[config.mk]
export PLATFORM = sky130hd
export DESIGN_NAME = redirect_ctrl
export DESIGN_NICKNAME = d
export VERILOG_FILES = /design/src/rtl/config_pkg.sv /design/src/rtl/redirect_ctrl.sv
export SDC_FILE = /design/constraint.sdc
export NUM_CORES = 1
export LEC_CHECK = 0
export CAP_MARGIN = 30
export CELL_PAD_IN_SITES_DETAIL_PLACEMENT = 0
export CELL_PAD_IN_SITES_GLOBAL_PLACEMENT = 1
export CORE_AREA = 2 2 193 138
export DETAILED_ROUTE_END_ITERATION = 6
export DIE_AREA = 0 0 195 140
export GPL_TIMING_DRIVEN = 0
export PLACE_DENSITY_LB_ADDON = 0.2
export SETUP_SLACK_MARGIN = 0.1
export SLEW_MARGIN = 20
export SYNTH_ARGS = -nofsm -noshare
export SYNTH_HDL_FRONTEND = slang
export SYNTH_SLANG_ARGS = --single-unit
[constraint.sdc]
create_clock -name clk_i -period 5.8 [get_ports clk_i]
set_input_delay 1.16 -clock clk_i [delete_from_list [all_inputs] [get_ports clk_i]]
set_output_delay 1.16 -clock clk_i [all_outputs]
set_load 0.02 [all_outputs]
[src/rtl/config_pkg.sv]
// config_pkg: minimal core configuration consumed by the frontend redirect logic
package config_pkg;
    typedef struct packed {
        int unsigned VLEN;
        logic [63:0] DmBaseAddress;
        logic [63:0] HaltAddress;
    } cva6_cfg_t;
    localparam cva6_cfg_t cva6_cfg_empty = '{
        VLEN: 32,
        DmBaseAddress: 64'h0,
        HaltAddress: 64'h800
    };
endpackage

[src/rtl/redirect_ctrl.sv]
// redirect_ctrl: latches backend redirect causes, resolves priority, issues one PC redirect at a time then flushes fetch (optional REDIRECT_CTRL_PERF_CNT_EN adds perf counters)
module redirect_ctrl #(
    parameter config_pkg::cva6_cfg_t CVA6Cfg = config_pkg::cva6_cfg_empty,
    parameter int unsigned FlushCycles = 2
) (
    input  logic                      clk_i,
    input  logic                      rst_ni,
    input  logic                      replay_i,
    input  logic [CVA6Cfg.VLEN-1:0]   replay_addr_i,
    input  logic                      mispredict_i,
    input  logic [CVA6Cfg.VLEN-1:0]   mispredict_addr_i,
    input  logic                      eret_i,
    input  logic [CVA6Cfg.VLEN-1:0]   eret_pc_i,
    input  logic                      ex_valid_i,
    input  logic [CVA6Cfg.VLEN-1:0]   trap_vector_base_i,
    input  logic                      set_pc_commit_i,
    input  logic [CVA6Cfg.VLEN-1:0]   pc_commit_i,
    input  logic                      halt_i,
    input  logic                      set_debug_pc_i,
    input  logic                      redirect_ready_i,
    output logic                      redirect_valid_o,
    output logic [CVA6Cfg.VLEN-1:0]   redirect_pc_o,
    output logic [2:0]                redirect_cause_o,
    output logic                      flush_if_o,
`ifdef REDIRECT_CTRL_PERF_CNT_EN
    output logic [31:0]               redirect_cnt_o,
    output logic [31:0]               flush_cycle_cnt_o,
`endif
    output logic                      busy_o
);
    localparam int unsigned VLEN = CVA6Cfg.VLEN;
    localparam logic [63:0] DBG_FULL = CVA6Cfg.DmBaseAddress + CVA6Cfg.HaltAddress;
    localparam logic [VLEN-1:0] DBG_PC = DBG_FULL[VLEN-1:0];

    typedef enum logic [1:0] {IDLE, REQ, FLUSH} state_e;

    // Slots are kept in ascending priority: replay, mispredict, commit, eret, exception, debug
    state_e          state_q, state_d;
    logic [5:0]      ev, pend_q, pend_d, cap, served, young, eff;
    logic [VLEN-1:0] ev_addr [6];
    logic [VLEN-1:0] addr_q [6];
    logic [2:0]      sel_q, sel_d, pick;
    logic [VLEN-1:0] pc_q, pc_d, pick_pc;
    logic [3:0]      cnt_q, cnt_d;
    logic            hs;

    // Gather event pulses and their already-resolved target addresses
    always_comb begin
        ev = {set_debug_pc_i, ex_valid_i, eret_i, set_pc_commit_i, mispredict_i, replay_i};
        ev_addr[0] = replay_addr_i;
        ev_addr[1] = mispredict_addr_i;
        ev_addr[2] = pc_commit_i + (halt_i ? VLEN'(0) : VLEN'(4));
        ev_addr[3] = eret_pc_i;
        ev_addr[4] = trap_vector_base_i;
        ev_addr[5] = DBG_PC;
    end

    // Slot bookkeeping: served/younger clears, capture-wins on the served slot, younger pulses lost on their clearing edge
    always_comb begin
        hs = (state_q == REQ) && redirect_ready_i;
        served = hs ? 6'(6'd1 << sel_q) : 6'd0;
        young = (hs && sel_q >= 3'd2) ? 6'b000011 : 6'd0;
        cap = ev & ~young & (~pend_q | served);
        pend_d = (pend_q & ~(served | young)) | cap;
        eff = pend_q | ev;
        pick = '0;
        pick_pc = '0;
        for (int i = 0; i < 6; i++) begin
            if (eff[i]) begin
                pick = 3'(i);
                pick_pc = pend_q[i] ? addr_q[i] : ev_addr[i];
            end
        end
    end

    // Next-state and output decode for the IDLE/REQ/FLUSH sequencer
    always_comb begin
        state_d = state_q;
        sel_d = sel_q;
        pc_d = pc_q;
        cnt_d = cnt_q;
        case (state_q)
            IDLE: if (|eff) begin
                state_d = REQ;
                sel_d = pick;
                pc_d = pick_pc;
            end
            REQ: if (redirect_ready_i) begin
                state_d = FLUSH;
                cnt_d = 4'(FlushCycles - 1);
            end
            FLUSH: if (cnt_q == 4'd0) state_d = IDLE;
                   else cnt_d = cnt_q - 4'd1;
            default: state_d = IDLE;
        endcase
        redirect_valid_o = state_q == REQ;
        flush_if_o = state_q == FLUSH;
        redirect_pc_o = redirect_valid_o ? pc_q : '0;
        redirect_cause_o = !redirect_valid_o ? 3'd0 :
                           sel_q == 3'd2 ? 3'd5 :
                           sel_q == 3'd3 ? 3'd3 :
                           sel_q == 3'd4 ? 3'd4 :
                           sel_q == 3'd5 ? 3'd6 : 3'(sel_q + 3'd1);
        busy_o = (|pend_q) || (state_q != IDLE);
    end

    // Sequencer state register
    always_ff @(posedge clk_i or negedge rst_ni) begin
        if (!rst_ni) state_q <= IDLE;
        else state_q <= state_d;
    end

    // Pending slots, selected request and flush counter
    always_ff @(posedge clk_i or negedge rst_ni) begin
        if (!rst_ni) begin
            pend_q <= '0;
            sel_q <= '0;
            pc_q <= '0;
            cnt_q <= '0;
            for (int i = 0; i < 6; i++) addr_q[i] <= '0;
        end else begin
            pend_q <= pend_d;
            sel_q <= sel_d;
            pc_q <= pc_d;
            cnt_q <= cnt_d;
            for (int i = 0; i < 6; i++) if (cap[i]) addr_q[i] <= ev_addr[i];
        end
    end

`ifdef REDIRECT_CTRL_PERF_CNT_EN
    // Free-running wrap-around counts of accepted redirects and flush cycles
    always_ff @(posedge clk_i or negedge rst_ni) begin
        if (!rst_ni) begin
            redirect_cnt_o <= '0;
            flush_cycle_cnt_o <= '0;
        end else begin
            redirect_cnt_o <= redirect_cnt_o + 32'(hs);
            flush_cycle_cnt_o <= flush_cycle_cnt_o + 32'(flush_if_o);
        end
    end
`endif
endmodule

==> impl_results.md <==
* Status: finished clean
* Main synth FF type: dfrtp_1
* # diodes at 0
* #FFs+latches synth at 208
* Row count at 49
* Vias in the first global route at 9681
* Drc violations at 0
* Final #Nets at 1479
* Layout Skew at 0.009802 ns
* Num CTS Buffers at 22
* Std-Cell Core Area at 25380 um2
* Synth-to-Final Area Change at 29.80%
* YS warnings at 0
* Final worst setup slack at 1.361 ns
* Clk pin slew, worst setup/hold paths at 0.06 ns
* Final Hold Viols at 0
* Detailed Routing Iterations Pass 1 at 5
* RR Startpoint: pend_q[1]
* Worst path arrival time at 3.28 ns
* Crit path max fanout at 10
* Top-level I/O count at 208
* Most frequent cell after synthesis: dfrtp_1
* Fin. max-slew vios at 0
* Crit end category: output port
* Synthesized area at 11060 um2
* Total GRT Usage at 28.56%
* Final wirelength at 39.19 mm
* Period utilization at 76.53%
* Final Wtd Congestion at 0.9069
* First-pass GRT wire length at 58.97 mm
* Final min period at 4.439 ns
* Top cell type by total area after synthesis: dfrtp_1
* Max Freq at 225.3 MHz
* Worst-margin pin slew at 0.9065 ns
* Via Count at 10.01k
* Library cells used by synthesis at 67
* FF-to-FF path depth at 8
* Max cap viols at 0
* Critical Path Sink: busy_o
* Async S/R FF share, synth at 100.0%
* Largest net degree at the start of global routing at 81
* Slew headroom at 39.07%
* Clock H-tree levels at 1
* Post-Synthesis Cells at 1069
* RSZ-0062 raised after global routing: false
* HP Class: reg2reg
* Worst reg-to-reg setup slack at 2.87 ns
* Pwr Density at 369.4 nW/um2
* # setup viols final at 0
* Psw at 1706 uW
* Die Footprint at 27300 um2
* Total power at 5303 uW
* Mapped Nets at 1247
* Total gr overflow at 0
* Synth top area cells: dfrtp_1 47%, mux2_2 14%, o22ai_1 3.5%
* IR drop worst, VDD at 184.9 uV
* # hold bufs at CTS at 0
* HPWL Detailed at 30.34 mm
* Worst setup path startpoint: pend_q[2]
* Clk_lat worst skew at 0.51 ns
* Resize count post-CTS at 0
* Layout Cells excl Fill at 1647
* Longest Clk Path Bufs at 3
* Setup repair bufs after CTS at 0
* CP startpoint kind: flip-flop
* Setup WS pre-CTS at 1.732 ns
* Mapped Avg Cell Area at 10.35 um2
* Clock power share at 28.4%
* Comb pwr share at 31.3%
* CP required at 4.64 ns
* Yosys top cell area share at 47.06%
* WL/cell at 23.80 um
* Hold Path Depth at 1
* CTS tree: done
* Initial Utilization at 43.57%
* Switching portion of total power at 32.18%
* Fillers at 2282
* P_leak at 0.005747 uW
* EDFF count, synth at 0
* CP Class: reg2out
* DIE WIDTH at 195 um
* Fraction of layout cells with a size suffix above 1 at 16.57%
* R2r endpoint: pc_q[12]
* Hold Slack at 0.4563 ns
* Sink Count at 208
* Initial antenna violation count at 0
* Routed Antenna Nets at 0
* Die height at 140 um
* Vias/cell at 6.079
* Synth cell count leaders: 208 x dfrtp_1, 139 x mux2_2, 89 x nand2_1, 69 x o21ai_0, 62 x o22ai_1
* IO Port Bufs at 205
* Internal at 3596 uW
* DP Cell Count at 1608
* Sequential share of the synthesized area at 47.06%
* Clock root buffer: clkbuf_16
* DRT iter0 DRCs at 891
* Sequential power share at 40.3%
per-layer routing:
metal  vias to the layer above  GRT usage [%]  routed length, um
met2                       405          42.86              16960
met1                      5037          42.98              18730
li1                       4512              -                  -
met3                        58          4.695               2640
met4                         0          6.951                861
met5                         -              0                  0
through the flow:
stage          util, %  instance area [um2]   TNS, ns
6_report         56.56                14360         0
2_1_floorplan        -                11060         0
4_1_cts          56.56                14360         0
3_5_place_dp     53.54                13590         0
3_3_place_gp     53.29                13530  -1165.44
5_1_grt          56.56                14360         0
worst max-delay path, cell delays in order (launching register included):
cell and delay, ns:
dfrtp_1 0.33, clkbuf_1 0.42, clkbuf_1 0.54, clkbuf_1 0.52, nor4_1 0.14, nand3_1 0.18, clkdlybuf4s50_1 0.63
layout by cell type, fill, tap and decap left out, drive strengths merged, types with 11 or more instances in the layout:
master and n:
clkdlybuf4s50 204, o22ai 62, o21ai 70, and2 35
nand2 90, xnor2 12, buf 35, nor3 24
dfrtp 208, o221ai 17, nand4 15, nor4 13
nand2b 13, a211oi 11, nor2 44, mux2 139
inv 17, nand3 15, a21oi 42, nor2b 14
xor2 14, a221oi 33, clkbuf 77
flip-flops by register name (all words and copies together), names as in the netlist:
name	count
pend_q	6
state_q	2
cnt_q	4
pc_q	32
sel_q	3
addr_q	161
cell type report:
| cell class | count | area [um2] | area share [%] |
|---|---|---|---|
| clock buffers | 33 | 683.2 | 4.759 |
| multi-input cells | 769 | 5455 | 38.00 |
| inverters | 17 | 63.81 | 0.4445 |
| clock inverters | 6 | 82.58 | 0.5753 |
| repair buffers | 208 | 2116 | 14.74 |
| well taps | 331 | 414.1 | 2.885 |
| plain buffers | 75 | 335.3 | 2.336 |
| flip-flops and latches | 208 | 5205 | 36.26 |
worst min path at each step:
| stage | from | endpoint | slack [ns] |
|---|---|---|---|
| floorplan | addr_q[11] | addr_q[11] | 0.42 |
| global placement | addr_q[11] | addr_q[11] | 0.43 |
| detailed placement | addr_q[11] | addr_q[11] | 0.44 |
| CTS | addr_q[11] | addr_q[11] | 0.46 |
| global route | addr_q[11] | addr_q[11] | 0.49 |
| finish | addr_q[11] | addr_q[11] | 0.46 |
power by group through the flow:
stage	registers [uW]	logic, uW	clock network (uW)
6_report	2140	1660	1510
5_1_grt	2190	1800	1580
4_1_cts	2130	1640	1520
3_5_place_dp	2160	1640	0
3_3_place_gp	2140	1610	0
2_1_floorplan	2090	1070	0
kinds of logic (layout without fill, tap and decap cells):
group	Yosys count	in the layout	share of synthesized area, %
AO/OA/AOI/OAI	306	306	18.81
AND/OR/NAND/NOR	289	289	13.30
flip-flops	208	208	47.06
multiplexers	140	140	14.24
buffers and inverters	92	339	3.609
XOR/XNOR	26	26	2.059
adder cells (fa/ha/maj)	8	8	0.9051
Power figures use the tool's default switching activity.
